File: config.mk
export PLATFORM = sky130hd
export DESIGN_NAME = rotate_vidin_burst_writer
export DESIGN_NICKNAME = d
export VERILOG_FILES = /design/src/rtl/rotate_vidin_burst_writer.sv
export SDC_FILE = /design/constraint.sdc
export NUM_CORES = 1
export LEC_CHECK = 0
export BUFFER_PORTS_ARGS = -buffer_cell sky130_fd_sc_hd__buf_2
export CORE_MARGIN = 2
export CORE_UTILIZATION = 35
export DETAILED_ROUTE_END_ITERATION = 10
export PLACE_DENSITY = 0.62
export SYNTH_ARGS = -nofsm -noshare
export SYNTH_HDL_FRONTEND = slang
export SYNTH_SLANG_ARGS = --single-unit
File: constraint.sdc
create_clock -name clk_sys -period 47.9 [get_ports clk_sys]
set_clock_uncertainty 0.2 [all_clocks]
set_input_delay 4.79 -clock clk_sys [delete_from_list [all_inputs] [get_ports clk_sys]]
set_output_delay 4.79 -clock clk_sys [all_outputs]
set_load 0.05 [all_outputs]
File: src/rtl/rotate_vidin_burst_writer.sv
// Video input stage: packs incoming pixels to RGB565, groups them into fixed-length SDRAM
// write bursts with per-burst frame/row/column descriptors, and rotates 2 or 3 frame buffers.
module rotate_vidin_burst_writer #(
    parameter int COLOR_DEPTH = 6,
    parameter int HCNT_WIDTH  = 10,
    parameter int BURST_LEN   = 16,
    parameter int FIFO_BURSTS = 2,
    parameter int NUM_FRAMES  = 3
) (
    input  logic                   clk_sys,
    input  logic                   reset,
    input  logic                   pe_in,
    input  logic                   hb_in,
    input  logic                   vb_in,
    input  logic [COLOR_DEPTH-1:0] r_in,
    input  logic [COLOR_DEPTH-1:0] g_in,
    input  logic [COLOR_DEPTH-1:0] b_in,
    input  logic                   flip_x,
    input  logic                   flip_y,
    input  logic [1:0]             rd_frame,
    output logic                   vidin_req,
    output logic [1:0]             vidin_frame,
    output logic [HCNT_WIDTH-1:0]  vidin_row,
    output logic [HCNT_WIDTH-1:0]  vidin_col,
    output logic [15:0]            vidin_d,
    input  logic                   vidin_ack,
    output logic [1:0]             last_frame,
    output logic [HCNT_WIDTH-1:0]  xsize,
    output logic [HCNT_WIDTH-1:0]  ysize,
    output logic                   overflow,
    output logic [7:0]             drop_count
);
    localparam int IW    = $clog2(BURST_LEN);
    localparam int SW    = $clog2(FIFO_BURSTS);
    localparam int DEPTH = FIFO_BURSTS * BURST_LEN;
    localparam int NREP  = (6 + COLOR_DEPTH - 1) / COLOR_DEPTH;
    localparam int RW    = NREP * COLOR_DEPTH;

    typedef enum logic {S_IDLE, S_BURST} state_t;

    state_t                state_q, state_d;
    logic                  hb_q, vb_q;
    logic [HCNT_WIDTH-1:0] xpos_q, xpos_d, ypos_q, ypos_d, line_w_q, line_w_d;
    logic [HCNT_WIDTH-1:0] xsize_q, xsize_d, ysize_q, ysize_d;
    logic                  flip_x_q, flip_x_d, flip_y_q, flip_y_d;
    logic [1:0]            wr_frame_q, wr_frame_d, last_frame_q, last_frame_d;
    logic [SW-1:0]         wr_slot_q, wr_slot_d, rd_slot_q, rd_slot_d;
    logic [IW:0]           fill_q, fill_d;
    logic [SW:0]           closed_q, closed_d;
    logic [IW-1:0]         word_q, word_d;
    logic                  overflow_q, overflow_d;
    logic [7:0]            drop_q, drop_d;

    logic [15:0]           mem_q  [DEPTH];
    logic [15:0]           mem_d  [DEPTH];
    logic [1:0]            dfrm_q [FIFO_BURSTS];
    logic [1:0]            dfrm_d [FIFO_BURSTS];
    logic [HCNT_WIDTH-1:0] drow_q [FIFO_BURSTS];
    logic [HCNT_WIDTH-1:0] drow_d [FIFO_BURSTS];
    logic [HCNT_WIDTH-1:0] dcol_q [FIFO_BURSTS];
    logic [HCNT_WIDTH-1:0] dcol_d [FIFO_BURSTS];
    logic                  dfx_q  [FIFO_BURSTS];
    logic                  dfx_d  [FIFO_BURSTS];
    logic [IW:0]           dn_q   [FIFO_BURSTS];
    logic [IW:0]           dn_d   [FIFO_BURSTS];

    logic                  hb_rise, vb_rise, capture, full, wr_en, close, free;
    logic [HCNT_WIDTH-1:0] cur_row, cur_col;
    logic [1:0]            nf1, nf2, next_frame;
    logic [RW-1:0]         r_rep, g_rep, b_rep;
    logic [15:0]           pix;
    logic                  unused_rep_bits;

    // Replicating the channel and taking the top bits both truncates and MSB-extends.
    assign r_rep = {NREP{r_in}};
    assign g_rep = {NREP{g_in}};
    assign b_rep = {NREP{b_in}};
    assign pix   = {r_rep[RW-1 -: 5], g_rep[RW-1 -: 6], b_rep[RW-1 -: 5]};
    assign unused_rep_bits = ^{r_rep, g_rep, b_rep};

    assign hb_rise = hb_in & ~hb_q;
    assign vb_rise = vb_in & ~vb_q;
    assign capture = pe_in & ~hb_in & ~vb_in;
    assign full    = (closed_q == (SW+1)'(FIFO_BURSTS));
    assign wr_en   = capture & ~full;
    assign cur_row = flip_y_q ? (ysize_q - ypos_q - 1'b1) : ypos_q;
    assign cur_col = flip_x_q ? (xsize_q - xpos_q - 1'b1) : xpos_q;

    always_comb begin
        nf1 = (wr_frame_q == 2'd2) ? 2'd0 : wr_frame_q + 2'd1;
        nf2 = (nf1 == 2'd2) ? 2'd0 : nf1 + 2'd1;
        if (NUM_FRAMES == 2) next_frame = {1'b0, ~wr_frame_q[0]};
        else                 next_frame = (nf1 == rd_frame) ? nf2 : nf1;
    end

    always_comb begin
        state_d      = state_q;
        word_d       = word_q;
        rd_slot_d    = rd_slot_q;
        free         = 1'b0;
        xpos_d       = xpos_q;
        ypos_d       = ypos_q;
        line_w_d     = line_w_q;
        xsize_d      = xsize_q;
        ysize_d      = ysize_q;
        flip_x_d     = flip_x_q;
        flip_y_d     = flip_y_q;
        wr_frame_d   = wr_frame_q;
        last_frame_d = last_frame_q;
        wr_slot_d    = wr_slot_q;
        fill_d       = fill_q;
        closed_d     = closed_q;
        overflow_d   = capture & full;
        drop_d       = drop_q;
        close        = 1'b0;
        mem_d        = mem_q;
        dfrm_d       = dfrm_q;
        drow_d       = drow_q;
        dcol_d       = dcol_q;
        dfx_d        = dfx_q;
        dn_d         = dn_q;

        case (state_q)
            S_IDLE: begin
                word_d = '0;
                if (closed_q != '0) state_d = S_BURST;
            end
            S_BURST: begin
                if (vidin_ack) begin
                    if (word_q == IW'(BURST_LEN - 1)) begin
                        word_d    = '0;
                        state_d   = S_IDLE;
                        free      = 1'b1;
                        rd_slot_d = rd_slot_q + 1'b1;
                    end else begin
                        word_d = word_q + 1'b1;
                    end
                end
            end
            default: state_d = S_IDLE;
        endcase

        if (vb_in) begin
            xpos_d = '0;
            ypos_d = '0;
        end else if (hb_rise) begin
            xpos_d   = '0;
            ypos_d   = ypos_q + 1'b1;
            line_w_d = xpos_q;
        end else if (capture) begin
            xpos_d = xpos_q + 1'b1;
        end

        if (capture & full & (drop_q != 8'hFF)) drop_d = drop_q + 8'd1;

        if (vb_rise) begin
            ysize_d      = ypos_q;
            xsize_d      = line_w_q;
            last_frame_d = wr_frame_q;
            wr_frame_d   = next_frame;
            flip_x_d     = flip_x;
            flip_y_d     = flip_y;
            drop_d       = '0;
        end

        // Descriptor captures the first word's address; later words derive from it.
        if (wr_en) begin
            mem_d[{wr_slot_q, fill_q[IW-1:0]}] = pix;
            if (fill_q == '0) begin
                dfrm_d[wr_slot_q] = wr_frame_q;
                drow_d[wr_slot_q] = cur_row;
                dcol_d[wr_slot_q] = cur_col;
                dfx_d[wr_slot_q]  = flip_x_q;
            end
            fill_d = fill_q + 1'b1;
            if (fill_q == (IW+1)'(BURST_LEN - 1)) close = 1'b1;
        end else if ((hb_rise | vb_rise) && (fill_q != '0)) begin
            close = 1'b1;
        end

        if (close) begin
            dn_d[wr_slot_q] = wr_en ? fill_q + 1'b1 : fill_q;
            wr_slot_d       = wr_slot_q + 1'b1;
            fill_d          = '0;
        end

        case ({close, free})
            2'b10:   closed_d = closed_q + 1'b1;
            2'b01:   closed_d = closed_q - 1'b1;
            default: closed_d = closed_q;
        endcase
    end

    always_ff @(posedge clk_sys or posedge reset) begin
        if (reset) begin
            state_q      <= S_IDLE;
            hb_q         <= 1'b0;
            vb_q         <= 1'b0;
            xpos_q       <= '0;
            ypos_q       <= '0;
            line_w_q     <= '0;
            xsize_q      <= HCNT_WIDTH'(320);
            ysize_q      <= HCNT_WIDTH'(240);
            flip_x_q     <= 1'b0;
            flip_y_q     <= 1'b0;
            wr_frame_q   <= 2'd0;
            last_frame_q <= 2'(NUM_FRAMES - 1);
            wr_slot_q    <= '0;
            rd_slot_q    <= '0;
            fill_q       <= '0;
            closed_q     <= '0;
            word_q       <= '0;
            overflow_q   <= 1'b0;
            drop_q       <= '0;
            for (int i = 0; i < DEPTH; i++) mem_q[i] <= '0;
            for (int i = 0; i < FIFO_BURSTS; i++) begin
                dfrm_q[i] <= '0;
                drow_q[i] <= '0;
                dcol_q[i] <= '0;
                dfx_q[i]  <= 1'b0;
                dn_q[i]   <= '0;
            end
        end else begin
            state_q      <= state_d;
            hb_q         <= hb_in;
            vb_q         <= vb_in;
            xpos_q       <= xpos_d;
            ypos_q       <= ypos_d;
            line_w_q     <= line_w_d;
            xsize_q      <= xsize_d;
            ysize_q      <= ysize_d;
            flip_x_q     <= flip_x_d;
            flip_y_q     <= flip_y_d;
            wr_frame_q   <= wr_frame_d;
            last_frame_q <= last_frame_d;
            wr_slot_q    <= wr_slot_d;
            rd_slot_q    <= rd_slot_d;
            fill_q       <= fill_d;
            closed_q     <= closed_d;
            word_q       <= word_d;
            overflow_q   <= overflow_d;
            drop_q       <= drop_d;
            mem_q        <= mem_d;
            dfrm_q       <= dfrm_d;
            drow_q       <= drow_d;
            dcol_q       <= dcol_d;
            dfx_q        <= dfx_d;
            dn_q         <= dn_d;
        end
    end

    // Words past the captured count of a short burst read back as zero padding.
    assign vidin_req   = (state_q == S_BURST);
    assign vidin_frame = dfrm_q[rd_slot_q];
    assign vidin_row   = drow_q[rd_slot_q];
    assign vidin_col   = dfx_q[rd_slot_q] ? dcol_q[rd_slot_q] - HCNT_WIDTH'(word_q)
                                          : dcol_q[rd_slot_q] + HCNT_WIDTH'(word_q);
    assign vidin_d     = ((state_q == S_BURST) && ({1'b0, word_q} < dn_q[rd_slot_q]))
                         ? mem_q[{rd_slot_q, word_q}] : 16'h0000;
    assign last_frame  = last_frame_q;
    assign xsize       = xsize_q;
    assign ysize       = ysize_q;
    assign overflow    = overflow_q;
    assign drop_count  = drop_q;

endmodule

-- Word-level counts from Yosys, hierarchy flattened
Index checks and enable logic that the tools add are counted.
- add/subtract/negate cells: 17
- reduce and logical (&&, ||, !) cells: 14
- magnitude comparators: 7
- bitwise gates (word level): 18
- multiplexer cells: 64
- eq/ne operators: 10
- operators with widths (operator ; number):
    $bwmux W512 ; 1
    $mux W10 ; 15
    $bmux W16 S5 ; 1
    $demux W16 S5 ; 1
    $mux W16 ; 4
    $bwmux W20 ; 2
    $mux W5 ; 6
    $add A10 B1 Y10 const B ; 2
    $sub A10 B1 Y10 const B ; 2
    $sub A10 B10 Y10 ; 2
    $mux W8 ; 2
    $mux W2 ; 7
    $mux W1 ; 13
    $ge A6 B6 Y1 const B ; 2
    $not A5 Y6 ; 2
    $add A10 B4 Y10 ; 1
    $bwmux W10 ; 1
    $demux W10 S1 ; 1
    $sub A10 B4 Y10 ; 1
    $add A8 B1 Y8 const B ; 1
    $eq A2 B2 Y1 const B ; 4
    $mux W4 ; 2
    $ne A8 B8 Y1 const B ; 1
    $pmux W4 S2 ; 1
    other kinds (32) ; 55
- bits of input ports: 28
- register bits: 649
- output and inout bits: 70
- logic and storage cells: 191

-- Logic depth before layout (Yosys ltp)
Gate-level depths: netlist of run 1.
- depth after elaboration: 8
- mapped depth: 16
- gate-level depth less buffers: 11

-- Worst setup path before layout of run 1
OpenSTA, ideal clock, no wires.
- kind: register -> output
- from: reg word_q[1]
- to: out vidin_col[8]
- data required time: 42.910 ns
- cell stages (with the launch flop): 17
- buffers on the path: 5
- setup slack: 39.195 ns
- arrival time: 3.715 ns
- cell sequence: dfrtp_1 buf_4 buf_2 buf_4 buf_2 inv_1 buf_2 ha_1 nor2b_1 xnor2_1 ha_1 nor2b_1 o21ai_0 a21boi_0 o21a_1 o41a_1 xor2_1
- cells in the longest elaborated chain, start to end: 2
- elaborated cells on any way between the ends: 3
- those cells by class: 2 x add/sub; 1 x mux
- RTL lines (what ; line ; text):
    start, declared ; 50 ; logic [IW-1:0] word_q, word_d;
    start signal, assigned ; 240 ; word_q <= word_d;
    $add A10 B4 Y10 or $sub A10 B4 Y10 (tied branches) ; 257, 256 ;
    $mux W10 * ; 256 ; assign vidin_col = dfx_q[rd_slot_q] ? dcol_q[rd_slot_q] - HCNT_WIDTH'(word_q)
    end, declared ; 24 ; output logic [HCNT_WIDTH-1:0] vidin_col,
Mark *: on every way between the ends. The rest lies on a longest branch, timed or not.

-- Worst setup path after layout of run 1
Ends and elaborated chain as after synthesis.

==> run_results.csv, run 1 <==
group,metric,value,unit
status,status,"completed",
floorplan,start_util,35.23,%
yosys,synth_top_area_share,50.74,%
floorplan,pin_count,98,
clock_network,cts.clk_slew.worst_paths,0.06,ns
grt,grt_max_degree,204,
power_and_ir_drop,cellLeakagePower,16.89,nW
yosys,synth_top_flop_cell,"dfrtp_1",
floorplan,rows,110,
floorplan,dieWidth,304.8,um
sta,relSlewSlack,21.36,%
yosys,yosys.area.top_type,"dfrtp_1",
sta,period_needed,9.346,ns
floorplan,coreArea,89870,um^2
route,totalWireLength,74090,um
sta,finalCritPeriodShare,19.51,%
clock_network,insertion_delay,0.61,ns
clock_network,root_buffer,"clkbuf_16",
clock_network,cts_num_sinks,649,
route,via_per_inst,5.246,
worst_setup_path,reg2reg_to,"drow_q[18]$_DFFE_PP0P_",
worst_setup_path,arrival,4.36,ns
floorplan,dieArea,92880,um^2
placed_design,hpwl,46370,um
sta,setup_viol,0,
clock_network,clock_path_buffers,3,
floorplan,die_y,304.8,um
route,vias,18650,
sta,finalHoldViolCount,0,
worst_setup_path,r2r_start,"closed_q[1]$_DFFE_PP0P_",
power_and_ir_drop,p_per_area,51.47,nW/um^2
worst_setup_path,regToRegSetupSlack,44.52,ns
worst_setup_path,startpoint,"word_q[1]$_DFFE_PP0P_",
clock_network,h-tree-depth,3,
clock_network,cts_hold_buf,0,
yosys,ys_ff_latch,649,
worst_setup_path,worstSetupEndpoint,"vidin_col[8]",
hold_path,holdCritPathClass,"reg -> reg",
route,drc,0,
placed_design,place_congestion,0.8444,
sta,timing.fmax,107.0,MHz
worst_setup_path,cp_max_fo,20,
flow_run,drv_cap,0,
power_and_ir_drop,fin_total_pwr,1.817,mW
worst_setup_path,critical_path_class,"reg -> out",
clock_network,cts_tree,"done",
sta,fin_tns_setup,0,ns
worst_setup_path,cp.required,42.91,ns
clock_network,cts_buffers,71,
grt,grt_antenna_before_repair,7,
yosys,synth_edf_count,0,
route,dr.pass1.iters,5,
sta,slew_viol_final,0,
finish,area_growth,11.50,%
route,wire_per_inst,20.84,um
yosys,syn_area_per_cell,13.74,um^2
power_and_ir_drop,max-vdd-ir-drop,58.43,uV
placed_design,port_buffers,95,
finish,drive_above_1_share,40.89,%
sta,worstMarginPinSlew,1.174,ns
worst_setup_path,end_kind,"output pin",
clock_network,postCtsSetupBuffers,0,
worst_setup_path,ff2ff_path_depth,6,
grt,grt_pass1_wl,118900,um
grt,grt_usage,16.24,%
yosys,synthArstFlopShare,100.0,%
yosys,synthTopCellsByArea,"dfrtp_1 (51%), mux2_2 (17%), mux4_2 (10%)",
yosys,syn_area,31660,um^2
finish,finalNetCount,2397,
yosys,synth_nets,2378,
route,ant_nets,0,
sta,rsz0062_at_grt,"false",
yosys,yosysWarnings,0,
grt,grt_pass1_vias,20490,
route,drt_iter0_drc,1100,
clock_network,ctsResizeCount,0,
worst_setup_path,cp-start-kind,"flip-flop",
yosys,synthCells,2305,
yosys,synth_cell_types,61,
yosys,yosysSeqAreaShare,51.32,%
grt,grt.overflow.total,0,
==> flip-flops by register name, indices dropped and copies added (netlist names), 5 cells and up <==
signal and count:
mem_q 512, dn_q 10, xpos_q 10, drop_count 8
xsize 10, line_w_q 10, ysize 10, ypos_q 10
drow_q 20, dcol_q 20, fill_q 5
==> worst min path at each step <==
stage                              start                   endpoint  slack (ns)  depth (start not counted)
2_1_floorplan    line_w_q[0]$_DFFE_PP0P_       xsize[0]$_DFFE_PP0P_        0.23                          2
3_3_place_gp   last_frame[1]$_DFFE_PP1P_  last_frame[1]$_DFFE_PP1P_        0.25                          2
3_5_place_dp   last_frame[1]$_DFFE_PP1P_  last_frame[1]$_DFFE_PP1P_        0.25                          2
4_1_cts        last_frame[1]$_DFFE_PP1P_  last_frame[1]$_DFFE_PP1P_        0.26                          2
5_1_grt        last_frame[1]$_DFFE_PP1P_  last_frame[1]$_DFFE_PP1P_        0.29                          2
6_report       last_frame[1]$_DFFE_PP1P_  last_frame[1]$_DFFE_PP1P_        0.26                          2
==> final cells by class <==
class / count / area [um^2]
Inverter: 55 / 214.0
Timing Repair Buffer: 111 / 608.1
Clock inverter: 26 / 375.4
Multi-Input combinational cell: 1436 / 14340
Sequential cell: 649 / 16260
Fill cell: 8227 / 54570
Clock buffer: 100 / 2027
Tap cell: 1176 / 1471
Antenna cell: 2 / 5.005
==> critical path: stages, from the launching register on <==
cell	delay, ns
dfrtp_4	0.62
inv_1	0.72
ha_1	0.32
nor2b_1	0.06
xnor2_1	0.21
ha_1	0.30
nor2b_1	0.14
o21ai_0	0.21
a21boi_0	0.16
o21a_1	0.22
o41a_1	0.35
xor2_1	0.15
buf_2	0.28
==> per-stage QoR <==
step / hold slack, ns / instances / setup WS, ns / area, um^2 / utilization (%)
global route: 0.2904 / 3554 / 38.24 / 35300 / 39.28
detailed placement: 0.2505 / 3427 / 39.16 / 32900 / 36.60
finish: 0.2587 / 3555 / 38.55 / 35300 / 39.28
floorplan: 0.2348 / 2305 / 24.74 / 31660 / -
CTS: 0.2602 / 3553 / 38.48 / 35300 / 39.27
global placement: 0.2479 / 3427 / 39.19 / 32900 / 36.60
==> layer usage <==
| metal | GRT usage [%] | vias up | part of all wire, % |
|---|---|---|---|
| met2 | 28.40 | 344 | 50 |
| met5 | 0 | - | 0.055 |
| met3 | 2.719 | 131 | 4.0 |
| met1 | 20.54 | 9857 | 43 |
| li1 | - | 8311 | - |
| met4 | 5.008 | 6 | 2.6 |
==> cells by family after synthesis <==
family	Yosys count	synth area share, %
muxes	733	31.98
DFF	649	51.32
and+or+nand+nor	443	7.003
buffers and inverters	220	3.395
AOI/OAI and AO/OA	172	3.256
adders and majority gates	46	1.881
xor gates and xnor gates	42	1.162
==> synthesized netlist by cell type, drive strengths merged (5+ instances only) <==
library cell	number
dfrtp	642
mux2	549
nand2	222
mux4	144
nor2	103
buf	89
clkbuf	76
o21ai	67
inv	55
ha	42
mux2i	40
a21oi	38
xnor2	31
nand2b	22
nand3	19
o22ai	16
o211ai	14
nor3	13
nand4	11
nor2b	11
xor2	11
and2	8
a31oi	7
dfstp	7
nor3b	7
o21a	7
a21o	6
or3	6
and3	5
nand3b	5
==> placed cells by master (no fill, tap or decap), types with 24 or more instances in the layout <==
cell type  instances
mux4_2           144
ha_1              42
inv_1             54
a21oi_1           38
o21ai_0           67
clkbuf_16         72
mux2_4            80
nand2_1          190
mux2_2           469
mux2i_1           40
nor2_1           101
nand2_2           24
buf_2             95
xnor2_1           31
dfrtp_1          638
==> report_power, final <==
group	leakage (nW)	total, mW	internal [mW]	switching (mW)
clock	1.18	0.562	0.335	0.227
sequential	8.84	0.681	0.622	0.0590
combinational	6.87	0.574	0.217	0.357
Power figures use the tool's default switching activity.
==> inputs of run 2 (changes only) <==
--- a/config.mk
+++ b/config.mk
@@ -5,11 +5,12 @@
 export SDC_FILE = /design/constraint.sdc
 export NUM_CORES = 1
 export LEC_CHECK = 0
+export ABC_AREA = 1
 export BUFFER_PORTS_ARGS = -buffer_cell sky130_fd_sc_hd__buf_2
 export CORE_MARGIN = 2
 export CORE_UTILIZATION = 35
 export DETAILED_ROUTE_END_ITERATION = 10
-export PLACE_DENSITY = 0.62
+export PLACE_DENSITY = 0.64
 export SYNTH_ARGS = -nofsm -noshare
 export SYNTH_HDL_FRONTEND = slang
 export SYNTH_SLANG_ARGS = --single-unit
==> constraint.sdc (replaced) <==
create_clock -name clk_sys -period 8.3 [get_ports clk_sys]
set_clock_uncertainty 0.2 [all_clocks]
set_input_delay 0.83 -clock clk_sys [delete_from_list [all_inputs] [get_ports clk_sys]]
set_output_delay 0.83 -clock clk_sys [all_outputs]
set_load 0.05 [all_outputs]
==> run 2 against run 1 <==
Against the previous run: setup slack worse by 36 ns; wire length up 18%; largest power group is now combinational cells; combinational power rose to 7.8 times the previous value; core utilization up 0.17 points; critical path depth down 1.
==> run_results.csv, run 2 <==
group,metric,value,unit
finish,area_growth,11.22,%
placed_design,port_buffers,95,
yosys,synth_nets,3967,
power_and_ir_drop,pwr-share-clk,27.0,%
route,ant_nets,0,
route,dr.pass1.iters,5,
power_and_ir_drop,p_switching,4.962,mW
grt,grt_use_met2,29.49,%
placed_design,place_congestion,0.8467,
floorplan,dieArea,90580,um^2
yosys,synth_top_area_share,52.05,%
yosys,syn_area_per_cell,7.926,um^2
power_and_ir_drop,intPower,6.548,mW
sta,finalCritPeriodShare,66.47,%
yosys,synthCells,3894,
grt,grt_pass1_wl,139500,um
route,via_per_inst,5.158,
route,drt_iter0_drc,2393,
sta,rsz0062_at_grt,"false",
worst_setup_path,critical_path_class,"reg -> out",
yosys,synth_simple_gate_area_share,27.84,%
clock_network,cts_tree,"done",
sta,finalHoldViolCount,0,
sta,relSlewSlack,17.01,%
worst_setup_path,end_kind,"output pin",
clock_network,cts.clk_slew.worst_paths,0.06,ns
clock_network,cts_buffers,68,
finish,drive_above_1_share,7.623,%
power_and_ir_drop,max-vdd-ir-drop,477.7,uV
sta,worst_slack,2.783,ns
grt,grt_pass1_vias,24290,
worst_setup_path,arrival,4.49,ns
floorplan,coreArea,87020,um^2
status,status,"completed",
power_and_ir_drop,p_seq_share,34.2,%
placed_design,hpwl,50070,um
yosys,synth_top_family_by_area,"simple AND/OR/NAND/NOR gates",
clock_network,cts_num_sinks,649,
route,drc,0,
yosys,ys_ff_latch,649,
yosys,synth-xor-area-share,0.7378,%
power_and_ir_drop,sw_frac_of_total,43.11,%
power_and_ir_drop,cellLeakagePower,15.79,nW
hold_path,holdCritPathClass,"in -> reg",
grt,grt_antenna_before_repair,1,
yosys,synth_compound_area_share,11.27,%
finish,finalNetCount,3893,
floorplan,start_util,35.47,%
sta,timing.fmax,181.2,MHz
worst_setup_path,cp.required,7.27,ns
worst_setup_path,cp-start-kind,"flip-flop",
grt,use_met1,28.32,%
clock_network,clock_path_buffers,3,
worst_setup_path,ff2ff_path_depth,7,
grt,grt_usage,19.37,%
worst_setup_path,regToRegSetupSlack,5.19,ns
floorplan,rows,108,
sta,period_needed,5.517,ns
yosys,synth_most_common_cell,"nand2_1",
placed_design,pre_cts_ws,3.493,ns
flow_run,drv_cap,0,
finish,layout_common_cells,"nand2_1 (1379), dfrtp_1 (638), o21ai_0 (581)",
yosys,synthTopCellsByArea,"dfrtp_1 (52%), nand2_1 (17%), o21ai_0 (9.4%)",
finish,reg_top3,"mem_q (512), dcol_q (20), drow_q (20)",
yosys,synth_edf_count,0,
worst_setup_path,startpoint,"word_q[0]$_DFFE_PP0P_",
finish,final_common_cell,"nand2_1",
grt,grt_max_degree,178,
placed_design,dp.cells,4905,
yosys,synth_cell_types,39,
clock_network,ctsResizeCount,0,
yosys,synthAdderAreaFrac,1.897,%
power_and_ir_drop,p_per_area,335.3,nW/um^2
sta,worstMarginPinSlew,1.244,ns
grt,grt_busiest_layer,"met2",
clock_network,postCtsSetupBuffers,0,
finish,top_register,"mem_q",
finish,largest_register_ffs,512,
yosys,synth_top_flop_cell,"dfrtp_1",
floorplan,die_y,301.0,um
worst_setup_path,r2r_start,"fill_q[3]$_DFF_PP0_",
worst_setup_path,reg2reg_to,"dfrm_q[1]$_DFFE_PP0P_",
clock_network,h-tree-depth,3,
placed_design,post_dp_cell_area,32070,um^2
yosys,synthArstFlopShare,100.0,%
clock_network,cts_hold_buf,0,
sta,slew_viol_final,0,
sta,whs,0.1704,ns
finish,fin_cells,5027,
route,wire_per_inst,17.43,um
route,vias,25930,
yosys,muxShareOfSynthArea,0.1297,%
power_and_ir_drop,p_comb_share,38.8,%
sta,fin_tns_setup,0,ns
finish,fin_util,39.45,%
floorplan,dieWidth,301.0,um
power_and_ir_drop,fin_total_pwr,11.51,mW
sta,setup_viol,0,
clock_network,insertion_delay,0.62,ns
yosys,ys_top_cells_by_count,"nand2_1 (1379), dfrtp_1 (642), o21ai_0 (581)",
grt,grt.overflow.total,0,
finish,stdcell_area,34330,um^2
yosys,syn_area,30860,um^2
clock_network,root_buffer,"clkbuf_16",
yosys,yosysSeqAreaShare,52.65,%
yosys,yosysWarnings,0,
floorplan,pin_count,98,
route,totalWireLength,87610,um
grt,met3_usage,3.304,%
yosys,yosys.area.top_type,"dfrtp_1",
worst_setup_path,worstSetupEndpoint,"vidin_d[14]",
worst_setup_path,cp_max_fo,95,
==> run 2: cell count changes in the layout (fill, tap and decap cells not counted), moves of 80 or more <==
cell | previous run | this run
nand2_1 | 190 | 1379
o21ai_0 | 67 | 581
mux2_4 | 80 | 0
nand3_1 | 19 | 544
mux2_2 | 469 | 0
mux4_2 | 144 | 0
==> run 2: logic make-up after synthesis <==
kind of cell / Yosys count
xor+xnor: 26
simple gates: 2054
fa+ha+maj: 45
mux: 4
compound gates: 688
buf+inv: 428
flops: 649
==> run 2: power groups by stage <==
| stage | clock network, mW | registers (mW) | logic, mW |
|---|---|---|---|
| after floorplan | 0 | 3.88 | 3.21 |
| after global placement | 0 | 3.97 | 4.43 |
| after detailed placement | 0 | 3.98 | 4.46 |
| after CTS | 3.17 | 3.93 | 4.47 |
| after global routing | 3.30 | 3.99 | 4.87 |
| final | 3.10 | 3.94 | 4.47 |
==> run 2: layout make-up <==
class / count / area, um^2
tap: 1155 / 1445
timing repair buffer: 144 / 893.4
sequential: 649 / 16260
clock buffer: 98 / 1998
multi-input combinational: 2817 / 12920
inverter: 140 / 544.3
antenna: 2 / 5.005
fill: 8976 / 52700
clock inverter: 22 / 254.0
==> run 2: worst min path at each step <==
stage	from	end	slack (ns)	cells after the start
after floorplan	dcol_q[10]$_DFFE_PP0P_	dcol_q[10]$_DFFE_PP0P_	0.24	2
after global placement	dcol_q[11]$_DFFE_PP0P_	dcol_q[11]$_DFFE_PP0P_	0.25	2
after detailed placement	dcol_q[11]$_DFFE_PP0P_	dcol_q[11]$_DFFE_PP0P_	0.26	2
after CTS	hb_in	hb_q$_DFF_PP0_	0.14	1
after global routing	hb_in	hb_q$_DFF_PP0_	0.16	1
final	hb_in	hb_q$_DFF_PP0_	0.17	1
==> run 2: layer usage <==
layer / vias up / wire (um)
li1: 12610 / -
met1: 12430 / 41250
met2: 745 / 38420
met3: 145 / 5751
met4: 2 / 2172
met5: - / 13
==> run 2: critical path, stage by stage (launching register included) <==
cell and delay, ns:
dfrtp_4 0.78, buf_4 0.75, buf_4 0.93, nor2_1 0.07
nor2_1 0.11, o21ai_0 0.10, nand3_1 0.12, nand3_1 0.13
nand3_1 0.11, nand2_1 0.07, nor2_1 0.28, buf_2 0.34
==> inputs of run 3 (changes only) <==
--- a/config.mk
+++ b/config.mk
@@ -10,7 +10,7 @@
 export CORE_MARGIN = 2
 export CORE_UTILIZATION = 35
 export DETAILED_ROUTE_END_ITERATION = 10
-export PLACE_DENSITY = 0.64
+export PLACE_DENSITY = 0.62
 export SYNTH_ARGS = -nofsm -noshare
 export SYNTH_HDL_FRONTEND = slang
 export SYNTH_SLANG_ARGS = --single-unit
==> constraint.sdc (replaced) <==
create_clock -name clk_sys -period 5.75 [get_ports clk_sys]
set_clock_uncertainty 0.2 [all_clocks]
set_input_delay 0.575 -clock clk_sys [delete_from_list [all_inputs] [get_ports clk_sys]]
set_output_delay 0.575 -clock clk_sys [all_outputs]
set_load 0.05 [all_outputs]
==> run 3 against run 2 <==
Against the previous run: register-to-register slack got worse by 2.3 ns; final area grew 0.57%; combinational power up 47%.
==> run_results.csv, run 3 (synthesized netlist as in run 2, its figures left out) <==
group,metric,value,unit
clock_network,cts_buffers,70,
placed_design,hpwl,50230,um
sta,worstMarginPinSlew,1.303,ns
worst_setup_path,critical_path_class,"reg -> out",
route,wire_per_inst,17.49,um
finish,finalNetCount,3909,
sta,period_needed,4.901,ns
sta,finalCritPeriodShare,85.24,%
floorplan,dieWidth,301.0,um
placed_design,place_congestion,0.8613,
finish,area_growth,11.85,%
power_and_ir_drop,max-vdd-ir-drop,562.2,uV
finish,fin_cells,5047,
finish,final_common_cell,"nand2_1",
grt,grt_pass1_wl,139600,um
floorplan,coreArea,87020,um^2
finish,stdcell_area,34520,um^2
worst_setup_path,critical-path-slowest-cell,"dfrtp_4",
clock_network,clock_path_buffers,3,
finish,reg_top3,"mem_q (512), dcol_q (20), drow_q (20)",
worst_setup_path,cp_max_fo,109,
finish,layout_common_cells,"nand2_1 (1379), dfrtp_1 (637), o21ai_0 (581)",
finish,drive_above_1_share,7.969,%
placed_design,post_dp_cell_area,32160,um^2
floorplan,die_y,301.0,um
clock_network,h-tree-depth,3,
status,status,"completed",
finish,largest_register_ffs,512,
worst_setup_path,regToRegSetupSlack,2.85,ns
sta,slew_viol_final,0,
worst_setup_path,cp-start-kind,"flip-flop",
floorplan,rows,108,
clock_network,cts_num_sinks,649,
worst_setup_path,end_kind,"output pin",
placed_design,port_buffers,95,
worst_setup_path,arrival,4.13,ns
route,drc,0,
sta,setup_viol,0,
clock_network,cts.clk_slew.worst_paths,0.06,ns
sta,worst_slack,0.8487,ns
route,drt_iter0_drc,2358,
clock_network,cts_tree,"done",
placed_design,pre_cts_ws,1.506,ns
route,dr.pass1.iters,5,
flow_run,drv_cap,0,
grt,grt_max_degree,179,
power_and_ir_drop,cellLeakagePower,15.90,nW
grt,grt_usage,19.51,%
sta,finalHoldViolCount,0,
clock_network,insertion_delay,0.63,ns
route,ant_nets,0,
route,totalWireLength,88300,um
route,vias,25940,
worst_setup_path,crit_chain,"inv_8, ha_1, inv_1, o31ai_1, ha_1, a21oi_1, o21ai_0, a21oi_1, nor2_1, nor2_1, nand2_1, nand2_1, buf_2",
grt,grt_antenna_before_repair,1,
grt,grt.overflow.total,0,
floorplan,start_util,35.47,%
power_and_ir_drop,p_per_area,485.2,nW/um^2
finish,top_register,"mem_q",
clock_network,ctsResizeCount,0,
clock_network,root_buffer,"clkbuf_16",
placed_design,dp.cells,4914,
hold_path,holdCritPathClass,"in -> reg",
grt,grt_pass1_vias,23970,
route,via_per_inst,5.139,
sta,rsz0062_at_grt,"false",
sta,timing.fmax,204.0,MHz
worst_setup_path,worst_path_largest_cell_delay,0.62,ns
sta,relSlewSlack,13.04,%
floorplan,dieArea,90580,um^2
worst_setup_path,cp.required,4.97,ns
floorplan,pin_count,98,
-- run 3: cell count changes in the layout (fill, tap and decap cells not counted), moves of 3 or more --
cell | previous run | this run
clkinv_2 | 9 | 12
clkbuf_8 | 12 | 15
dlygate4sd3_1 | 0 | 5
buf_4 | 45 | 52
-- run 3: stage by stage --
step           util [%]  hold WS (ns)  TNS [ns]  total power [mW]
3_3_place_gp      36.96        0.2509         0             12.17
2_1_floorplan         -        0.2366  -2505.71             10.23
6_report          39.67       0.06462         0             16.75
3_5_place_dp      36.96        0.2536         0             12.22
5_1_grt           39.67       0.08958         0             17.67
4_1_cts           39.67       0.04090         0             16.82
-- run 3: layout make-up --
type | count | area, um^2
Fill cell | 8953 | 52500
Sequential cell | 649 | 16260
Multi-Input combinational cell | 2817 | 12920
Clock buffer | 101 | 2018
Tap cell | 1155 | 1445
Timing Repair Buffer | 158 | 1036
Inverter | 140 | 544.3
Clock inverter | 25 | 286.5
Antenna cell | 2 | 5.005
-- run 3: critical path, delay by kind of cell (launching register included) --
family                     cells  cell delay (ns)
and+or+nand+nor                4             0.31
adders and majority gates      2             0.66
buffers and inverters          3             0.84
AOI/OAI and AO/OA              4             1.04
DFF                            1             0.62
-- run 3: routing by layer --
metal	share of wire, %	global-route usage [%]	vias up
met5	0.019	0	-
met4	1.8	4.726	2
met3	7.2	3.737	114
met2	44	29.80	796
met1	47	28.45	12380
li1	-	-	12650
-- run 3: power breakdown --
group	internal, mW	total [mW]	switching (mW)	leakage, nW
logic	1.67	6.55	4.88	5.90
registers	5.20	5.63	0.432	8.86
clock network	2.64	4.56	1.92	1.14
-- run 3: repair_timing --
action / CTS / global route
hold endpoints to repair: 33 / 0
hold buffers: 5 / 0
buffers inserted: 0 / 0
-- run 3: final timing paths --
check	end	startpoint	depth (start not counted)
worst max-delay path	vidin_col[7]	word_q[0]$_DFFE_PP0P_	13
worst min-delay path	word_q[2]$_DFFE_PP0P_	vidin_ack	3
worst max register to register	mem_q[30]$_DFFE_PP0P_	fill_q[2]$_DFF_PP0_	5
worst min register to register	dcol_q[10]$_DFFE_PP0P_	dcol_q[10]$_DFFE_PP0P_	2
max in group asynchronous	mem_q[229]$_DFFE_PP0P_	reset	4
min in group asynchronous	mem_q[315]$_DFFE_PP0P_	reset	3
